[src/rtl/instr_decoder_pkg.sv]
// Shared types and constants for the nibble-immediate instruction decoder:
// opcode classes, special opcodes, source-mux codes and register-enable bit positions.
package instr_decoder_pkg;

    localparam logic [7:0] EXT_OP_DFLT = 8'hC8;
    localparam logic [7:0] NOP_CF      = 8'hCF;
    localparam logic [7:0] NOP_D8      = 8'hD8;
    localparam logic [7:0] NOP_DF      = 8'hDF;

    localparam logic [3:0] SRC_IMM  = 4'd8;
    localparam logic [3:0] SRC_SELF = 4'd9;
    localparam logic [3:0] SRC_RST  = 4'd10;
    localparam logic [2:0] SSS_ACC  = 3'd4;

    typedef enum int {
        REG_X0 = 0, REG_X1 = 1, REG_Y0 = 2, REG_Y1 = 3, REG_R = 4,
        REG_M  = 5, REG_I  = 6, REG_DM = 7, REG_OREG = 8
    } reg_bit_e;

    typedef enum logic [1:0] {
        CLS_LOAD = 2'd0,
        CLS_MOVE = 2'd1,
        CLS_ALU  = 2'd2,
        CLS_JUMP = 2'd3
    } op_class_e;

    typedef enum logic [1:0] {
        IDLE       = 2'd0,
        GOT_PREFIX = 2'd1,
        GOT_DATA   = 2'd2
    } ext_state_e;

    typedef struct packed {
        logic [8:0] reg_en;
        logic [3:0] source_sel;
        logic       i_sel;
        logic       x_sel;
        logic       y_sel;
        logic       jmp;
        logic       jmp_nz;
    } dec_t;

    function automatic op_class_e op_class(input logic [7:0] b);
        if (!b[7]) return CLS_LOAD;
        if (!b[6]) return CLS_MOVE;
        if (!b[5]) return CLS_ALU;
        return CLS_JUMP;
    endfunction

    // Destinations 6 (i) and 7 (dm) both also write the i register.
    function automatic logic [8:0] dest_en(input logic [2:0] d);
        logic [8:0] en;
        en    = '0;
        en[d] = 1'b1;
        if (d[2:1] == 2'b11) en[REG_I] = 1'b1;
        return en;
    endfunction

endpackage

[src/rtl/idec_reg_en_decode.sv]
// Purely combinational decode of the instruction register into register enables,
// source select and operand selects; gating by handshake/FSM is done by the top.
module idec_reg_en_decode
    import instr_decoder_pkg::*;
(
    input  logic [7:0] ir,
    output dec_t       dec,
    output logic       uses_imm
);

    logic [2:0] ddd;
    logic [2:0] sss;

    assign ddd = ir[5:3];
    assign sss = ir[2:0];

    always_comb begin
        dec      = '0;
        dec.i_sel = 1'b1;
        uses_imm = 1'b0;
        case (op_class(ir))
            CLS_LOAD: begin
                dec.reg_en     = dest_en(ir[6:4]);
                dec.source_sel = SRC_IMM;
                dec.i_sel      = (ir[6:4] != 3'd6);
                uses_imm       = 1'b1;
            end
            CLS_MOVE: begin
                dec.reg_en = dest_en(ddd);
                if (sss == 3'd7) dec.reg_en[REG_I] = 1'b1;
                // The accumulator source wins over the self-move encoding.
                if (sss == SSS_ACC)
                    dec.source_sel = {1'b0, SSS_ACC};
                else if (sss == ddd)
                    dec.source_sel = SRC_SELF;
                else
                    dec.source_sel = {1'b0, sss};
                dec.i_sel = (ddd != 3'd6);
            end
            CLS_ALU: begin
                dec.reg_en[REG_R] = 1'b1;
                dec.x_sel         = ir[4];
                dec.y_sel         = ir[3];
                dec.source_sel    = {1'b0, sss};
            end
            default: begin
                dec.jmp    = ~ir[4];
                dec.jmp_nz = ir[4];
                uses_imm   = 1'b1;
            end
        endcase
    end

endmodule

[src/rtl/instr_decoder_ext.sv]
// Instruction decoder with valid/stall handshake, extended-immediate prefix FSM and a
// saturating NOP counter. Holds ir and gates the decode produced by idec_reg_en_decode.
module instr_decoder_ext
    import instr_decoder_pkg::*;
#(
    parameter int         DATA_W   = 4,
    parameter logic [7:0] EXT_OP   = EXT_OP_DFLT,
    parameter int         NOPCNT_W = 8
) (
    input  logic                clk,
    input  logic                sync_reset,
    input  logic [7:0]          next_instr,
    input  logic                instr_valid,
    input  logic                stall,
    output logic [7:0]          ir,
    output logic                dec_valid,
    output logic [DATA_W-1:0]   ir_nibble,
    output logic                imm_ext,
    output logic [8:0]          reg_en,
    output logic [7:0]          from_ID,
    output logic [3:0]          source_sel,
    output logic                i_sel,
    output logic                x_sel,
    output logic                y_sel,
    output logic                jmp,
    output logic                jmp_nz,
    output logic [1:0]          ext_state,
    output logic [NOPCNT_W-1:0] nop_count
);

    ext_state_e        state_q, state_d;
    logic [DATA_W-1:0] ext_byte;
    dec_t              raw;
    logic              uses_imm;
    logic              fire;
    logic              is_nop;
    logic              use_ext;
    logic              count_nop;

    assign fire      = dec_valid & ~stall & ~sync_reset;
    assign is_nop    = (ir == NOP_CF) || (ir == NOP_D8) || (ir == NOP_DF) || (ir == EXT_OP);
    assign use_ext   = dec_valid & (state_q == GOT_DATA) & uses_imm;
    // The data byte after a prefix is never counted even if it happens to look like a NOP.
    assign count_nop = fire & is_nop & (state_q != GOT_PREFIX);

    idec_reg_en_decode u_dec (
        .ir       (ir),
        .dec      (raw),
        .uses_imm (uses_imm)
    );

    always_ff @(posedge clk) begin
        if (sync_reset) begin
            ir        <= '0;
            dec_valid <= 1'b0;
        end else if (!stall) begin
            dec_valid <= instr_valid;
            if (instr_valid) ir <= next_instr;
        end
    end

    always_ff @(posedge clk) begin
        if (sync_reset) state_q <= IDLE;
        else            state_q <= state_d;
    end

    always_comb begin
        state_d = state_q;
        if (fire) begin
            case (state_q)
                IDLE:       if (ir == EXT_OP) state_d = GOT_PREFIX;
                GOT_PREFIX: state_d = GOT_DATA;
                GOT_DATA:   state_d = (ir == EXT_OP) ? GOT_PREFIX : IDLE;
                default:    state_d = IDLE;
            endcase
        end
    end

    always_ff @(posedge clk) begin
        if (sync_reset)                          ext_byte <= '0;
        else if (fire && state_q == GOT_PREFIX)  ext_byte <= ir[DATA_W-1:0];
    end

    always_ff @(posedge clk) begin
        if (sync_reset)                        nop_count <= '0;
        else if (count_nop && nop_count != '1) nop_count <= nop_count + 1'b1;
    end

    always_comb begin
        reg_en     = raw.reg_en;
        source_sel = raw.source_sel;
        i_sel      = raw.i_sel;
        x_sel      = raw.x_sel;
        y_sel      = raw.y_sel;
        jmp        = raw.jmp;
        jmp_nz     = raw.jmp_nz;
        imm_ext    = use_ext;
        ir_nibble  = use_ext ? ext_byte : DATA_W'(ir[3:0]);
        if (sync_reset) begin
            reg_en     = 9'h1FF;
            source_sel = SRC_RST;
            i_sel      = 1'b0;
            x_sel      = 1'b0;
            y_sel      = 1'b0;
            jmp        = 1'b0;
            jmp_nz     = 1'b0;
            imm_ext    = 1'b0;
        end else if (!fire || state_q == GOT_PREFIX) begin
            reg_en = '0;
            jmp    = 1'b0;
            jmp_nz = 1'b0;
        end else if (is_nop) begin
            reg_en = '0;
        end
    end

    assign from_ID   = reg_en[7:0];
    assign ext_state = state_q;

endmodule

[config.mk]
export PLATFORM = sky130hd
export DESIGN_NAME = instr_decoder_ext
export DESIGN_NICKNAME = d
export VERILOG_FILES = /design/src/rtl/instr_decoder_pkg.sv /design/src/rtl/idec_reg_en_decode.sv /design/src/rtl/instr_decoder_ext.sv
export SDC_FILE = /design/constraint.sdc
export NUM_CORES = 1
export LEC_CHECK = 0
export ABC_AREA = 1
export CORE_UTILIZATION = 44
export CTS_CLUSTER_SIZE = 16
export DETAILED_ROUTE_END_ITERATION = 8
export PLACE_DENSITY = 0.77
export RECOVER_POWER = 100
export SLEW_MARGIN = 5
export SYNTH_ARGS = -nofsm -noshare
export SYNTH_HDL_FRONTEND = slang
export SYNTH_SLANG_ARGS = --single-unit
[constraint.sdc]
create_clock -name clk -period 1.75 [get_ports clk]
set_input_delay 0.2625 -clock clk [delete_from_list [all_inputs] [get_ports clk]]
set_output_delay 0.2625 -clock clk [all_outputs]
set_load 0.01 [all_outputs]
==> results.toml, run 1 <==
[clocking]
hold_buffers = 0
tritoncts = "built"
htree_levels = 1
clock_sinks = 23
clk_pin_slew_worst_paths_ns = 0.14
cts_buffer_depth = 2
clock_latency_ns = 0.32
cts_root_buf = "clkbuf_4"
numCtsBuffers = 3

[global_routing]
gr-usage-met1 = 0.356
antenna_found_initial = 0
use_met2 = 0.513
grt_max_degree = 17
overflow = 0
grt-busiest-layer = "met2"
track_usage = 0.287
grt_pass1_wl_mm = 8.10
grt_use_met3 = 0.0311
grt_pass1_vias = 1755

[place]
dp_hpwl_mm = 3.61
gp_congestion = 0.917
post-place-ws_ns = -0.464
dpl.cell_count = 365
port_buffers = 61

[yosys]
synth_cell_types = 32
syn_avg_cell_area_um2 = 6.63
seq_area_frac_synth = 0.292
synth_warnings = 0
ys_top_cells_by_count = "41 x nor2_1, 38 x nand2_1, 28 x o21ai_0"
postSynthCellCount = 238
synth.area.top_cells = "dfxtp_1 29%, nor2_1 9.7%, nand2_1 9.0%"
synth_top_area_share = 0.292
post-synth-top-count-cell = "nor2_1"
syn_nets = 251
ys_ff_latch = 23
synth_edf_count = 0
netlist_area_um2 = 1580
synth_ff_type = "dfxtp_1"
synth_top_area_cell = "dfxtp_1"
async_flop_share = 0

[critical_path]
path_buf_inv = 2
crit_type = "reg -> out"
crit_path_end_kind = "primary output"
path_cells = "inv_2 > nor2_1 > nand2_1 > nand2_2 > nand2_4 > nand2_1 > o21ai_2 > buf_2"
critPathMostFrequentCell = "nand2_1"
rrSetupSlack_ns = 0.14
r2r_cells = 10
start_kind = "flip-flop"
path_delay_family = "simple AND/OR/NAND/NOR gates"
crit_slowest_cell = "dfxtp_4"
cp_slowest_stage_delay_ns = 0.40
worstReg2RegEnd = "nop_count[3]"
crit_cells = 8
cp.required_ns = 1.49
r2r_start = "ir[3]"
crit_arrival_ns = 1.61
cp_max_fo = 4

[final_layout]
n_antenna_cell = 0
fillers = 226
areaGrowthSynthToFinish_pct = 71.5
layout-drive-gt1-share = 0.466
final_nets = 353
finish.utilization = 0.799
fin_cells = 385

[routing]
drt_iter0_markers = 177
first_pass_iters = 5
num_vias = 2164
viasPerCell = 5.62
drc = 0
ant_nets = 0
wl_per_cell_um = 15.8
totalWireLength_mm = 6.08

[floorplanning]
fp-row-count = 21
fp.dieH_um = 61.9
fp.coreArea_um2 = 3390
die_w_um = 61.9
die-area_um2 = 3830
start_util = 0.466
io_pins = 62

[power]
power_mw = 1.26
ir_drop_mv = 0.374
power_density_nw_per_um2 = 466
p_leak_nw = 1.24

[timing]
max_freq_ghz = 0.535
layout_setup_ws_ns = -0.120
final-hold-violation-count = 0
min_period_ns = 1.87
finClkSkew_ns = 0.00897
tightest_slew_ns = 0.493
setup_violations = 21
slew_headroom = 0.671
period_share = 1.07
hold_slack_ns = 0.326
rsz0062_at_grt = "yes"
drv_slew = 0

[hold_path]
worstHoldEndpoint = "dec_valid"
hold_depth = 3
hold_start = "sync_reset"
hp-class = "in -> reg"

[status]
violations = "setup timing"
status = "finished with violations"

[run]
cap_violations = 0
## timing repair
action,in CTS,in global routing
gates resized for setup,174,49
pin swaps,13,18
gates cloned,0,0
endpoints found under the setup margin,31,39
buffers inserted,9,7
## report_power, final
group | leakage [nW] | switching, mW | total (mW) | internal, mW
clock network | 0.0177 | 0.176 | 0.262 | 0.0856
logic | 1.03 | 0.222 | 0.435 | 0.212
registers | 0.194 | 0.0303 | 0.565 | 0.534
total | 1.24 | 0.429 | 1.26 | 0.832
## flip-flops by register name, summed over array words and instances, names as in the netlist
signal and flops:
nop_count 8, ir 8, dec_valid 1, ext_byte 4
ext_state 2
## per-layer routing
layer	part of all wire	wire, um
met4	0.047	284
met3	0.071	433
met5	0	0
met2	0.49	2980
met1	0.39	2380
## worst max path at each step
stage                     startpoint    endpoint  slack, ns
after floorplan                ir[5]   reg_en[4]      0.002
after global placement         stall  from_ID[4]      -0.40
after detailed placement       stall  from_ID[4]      -0.46
after CTS                      ir[6]  from_ID[5]      -0.08
after global routing           ir[3]  from_ID[4]      -0.23
final                          ir[3]  from_ID[4]      -0.12
## cells by family (layout without fill, tap and decap cells)
kind of cell	after synthesis	count (layout)	share of synthesized area
adder cells (fa/ha/maj)	1	1	0.00792
buffers and inverters	45	146	0.133
AND/OR/NAND/NOR	110	110	0.357
flip-flops	23	23	0.292
AO/OA/AOI/OAI	57	57	0.200
XOR/XNOR	2	2	0.0111
## worst register-to-register path, stage by stage (launching register included)
cell	delay (ns)
dfxtp_4	0.40
inv_2	0.07
nor2_1	0.20
nand2_1	0.16
nand2_2	0.13
nand2_4	0.06
buf_4	0.15
nor2_8	0.14
nand4_1	0.10
nand2_1	0.08
nor2_1	0.04
## cell usage in the layout, fill, tap and decap left out, types with 6 or more instances in the layout
master	synthesis	layout
inv_2	4	10
inv_1	24	15
nand3_1	8	6
nand2_1	38	29
buf_6	0	13
nand2_2	2	8
nor2_1	41	30
dfxtp_4	0	10
buf_4	9	42
a21oi_1	18	16
clkdlybuf4s50_1	0	26
nand4_1	6	6
buf_2	4	25
o21ai_1	0	6
dfxtp_1	23	12
nor2_2	2	9
o21ai_0	28	17
## per-stage QoR
stage	TNS, ns	instance area [um2]
4_1_cts	-0.368	2530
6_report	-0.965	2710
5_1_grt	-3.78	2710
2_1_floorplan	0	1580
3_3_place_gp	-8.64	2420
3_5_place_dp	-9.61	2420
## cell type report
type,count,area [um2],share of cell area
clock buffers,3,22.5,0.00832
inverters,29,124,0.0457
multi-input cells,170,1070,0.396
flip-flops and latches,23,499,0.184
repair buffers,113,926,0.342
well taps,46,57.6,0.0213
clock inverters,1,5.00,0.00185
No activity file was read; power rests on OpenSTA's default activity.
==> run 2, diff against run 1 <==
--- a/config.mk
+++ b/config.mk
@@ -9,7 +9,7 @@
 export CORE_UTILIZATION = 44
 export CTS_CLUSTER_SIZE = 16
 export DETAILED_ROUTE_END_ITERATION = 8
-export PLACE_DENSITY = 0.77
+export PLACE_DENSITY_LB_ADDON = 0.05
 export RECOVER_POWER = 100
 export SLEW_MARGIN = 5
 export SYNTH_ARGS = -nofsm -noshare
==> run 2 against run 1 <==
The flow still finishes with violations (setup timing); cell count up 1.3%; total power decreased by 0.34%; clock skew decreased by 0.0059 ns; global-route usage decreased by 3.2 points; register-to-register slack improved by 0.06 ns; critical path depth up 1; critical path type unchanged.
==> results.toml, run 2 (synthesized netlist as in run 1, its figures left out) <==
[status]
status = "finished with violations"
violations = "setup timing"

[global_routing]
antenna_found_initial = 0
track_usage = 0.255
grt_max_degree = 22
overflow = 0
grt_pass1_vias = 1614
grt_pass1_wl_mm = 7.30

[critical_path]
r2r_cells = 8
path_delay_family = "buffers and inverters"
crit_arrival_ns = 1.62
crit_path_end_kind = "primary output"
path_cells = "inv_4 > nand2_4 > inv_4 > nor3_4 > buf_6 > buf_6 > nand2_2 > o21ai_2 > buf_2"
r2r_start = "nop_count[0]"
cp.required_ns = 1.49
cp_slowest_stage_delay_ns = 0.40
worstReg2RegEnd = "nop_count[5]"
cp_max_fo = 5
crit_type = "reg -> out"
start_kind = "flip-flop"
path_buf_inv = 5
crit_slowest_cell = "dfxtp_4"
rrSetupSlack_ns = 0.20

[place]
dp_hpwl_mm = 3.37
placed_area_um2 = 2440
port_buffers = 61
gp_congestion = 0.860
post-place-ws_ns = -0.497

[hold_path]
worstHoldEndpoint = "dec_valid"
hold_start = "stall"
hp-class = "in -> reg"
hold_depth = 3

[run]
cap_violations = 0

[floorplanning]
fp-row-count = 21
start_util = 0.466
fp.dieH_um = 61.9
io_pins = 62
fp.coreArea_um2 = 3390
die_w_um = 61.9
die-area_um2 = 3830

[timing]
period_share = 1.08
drv_slew = 0
finClkSkew_ns = 0.00303
min_period_ns = 1.88
max_freq_ghz = 0.531
final-hold-violation-count = 0
slew_headroom = 0.686
layout_setup_ws_ns = -0.132
rsz0062_at_grt = "yes"
setup_violations = 14
tightest_slew_ns = 0.470
fin_tns_setup_ns = -0.583

[final_layout]
final_cell_mix = "44 x buf_4, 33 x nor2_1, 30 x buf_2, 28 x nand2_1, 26 x clkdlybuf4s50_1"
fin_area_um2 = 2700
final_common_cell = "buf_4"
areaGrowthSynthToFinish_pct = 71.2
final_nets = 358
finish.utilization = 0.798
layout-drive-gt1-share = 0.471
n_antenna_cell = 0
reg.largest.list = "ir x8, nop_count x8, ext_byte x4"

[routing]
num_vias = 2013
wl_met2_mm = 2.62
viasPerCell = 5.16
ant_nets = 0
drc = 0
totalWireLength_mm = 5.27
first_pass_iters = 4
drt_iter0_markers = 126
wl_met1_mm = 2.22
wl_per_cell_um = 13.5
highest_layer = "met4"
wl_met3_um = 301

[clocking]
clk_pin_slew_worst_paths_ns = 0.12
tritoncts = "built"
clock_sinks = 23
numCtsBuffers = 3
clock_latency_ns = 0.32
hold_buffers = 0
cts_buffer_depth = 2
htree_levels = 1
cts_root_buf = "clkbuf_4"

[power]
ir_drop_mv = 0.422
power_density_nw_per_um2 = 465
p_leak_nw = 1.22
power_mw = 1.26
run 2: changes by cell type in the layout (fill, tap and decap cells not counted), moves of 3 or more:
cell,before,now
o21ai_1,6,2
dfxtp_4,10,7
o21ai_2,4,7
nor2_2,9,4
nand2_2,8,11
dfxtp_2,1,4
nor2_1,30,33
buf_2,25,30
run 2: how the worst max path moves through the flow:
stage               startpoint            to  slack, ns  cells after the start
finish                   ir[6]  ir_nibble[2]      -0.13                      9
global route             ir[6]  ir_nibble[2]      -0.23                      9
CTS                      ir[6]  ir_nibble[2]      -0.12                      9
detailed placement       stall     reg_en[2]      -0.50                      7
global placement         stall    from_ID[1]      -0.45                      7
floorplan                ir[5]     reg_en[4]      0.002                      6
run 2: repair_timing:
action                                  in CTS  in global routing
resized for setup                          175                 44
pin swaps                                   11                 23
buffers inserted                             9                  9
endpoints found under the setup margin      31                 30
run 2: layout make-up:
type | instances | area (um2)
inverter | 29 | 126
tap | 46 | 57.6
sequential | 23 | 492
multi-input combinational | 170 | 1070
clock buffer | 4 | 26.3
fill | 253 | 686
timing repair buffer | 118 | 936
run 2: where the power goes:
| group | internal (mW) | switching (mW) |
|---|---|---|
| clock network | 0.0894 | 0.167 |
| registers | 0.537 | 0.0262 |
| logic | 0.219 | 0.218 |
| total | 0.845 | 0.412 |
run 2: layer usage:
layer,vias up,global-route usage
li1,997,-
met1,926,0.330
met2,74,0.427
met3,16,0.0435
met4,0,0.0889
met5,-,0
run 2: metrics by stage:
| stage | instances | hold slack [ns] |
|---|---|---|
| floorplan | 238 | 0.332 |
| global placement | 368 | 0.499 |
| detailed placement | 368 | 0.513 |
| CTS | 381 | 0.342 |
| global route | 390 | 0.357 |
| finish | 390 | 0.350 |
run 2: worst min-delay path: stages:
cell           delay, ns
dlygate4sd2_1       0.25
nand2_1             0.08
a21oi_1             0.06
==> run 3, diff against run 2 <==
--- a/config.mk
+++ b/config.mk
@@ -7,7 +7,6 @@
 export LEC_CHECK = 0
 export ABC_AREA = 1
 export CORE_UTILIZATION = 44
-export CTS_CLUSTER_SIZE = 16
 export DETAILED_ROUTE_END_ITERATION = 8
 export PLACE_DENSITY_LB_ADDON = 0.05
 export RECOVER_POWER = 100
==> results of run 3 <==
The final DEF is identical to that of run 2; final timing and power are the same.
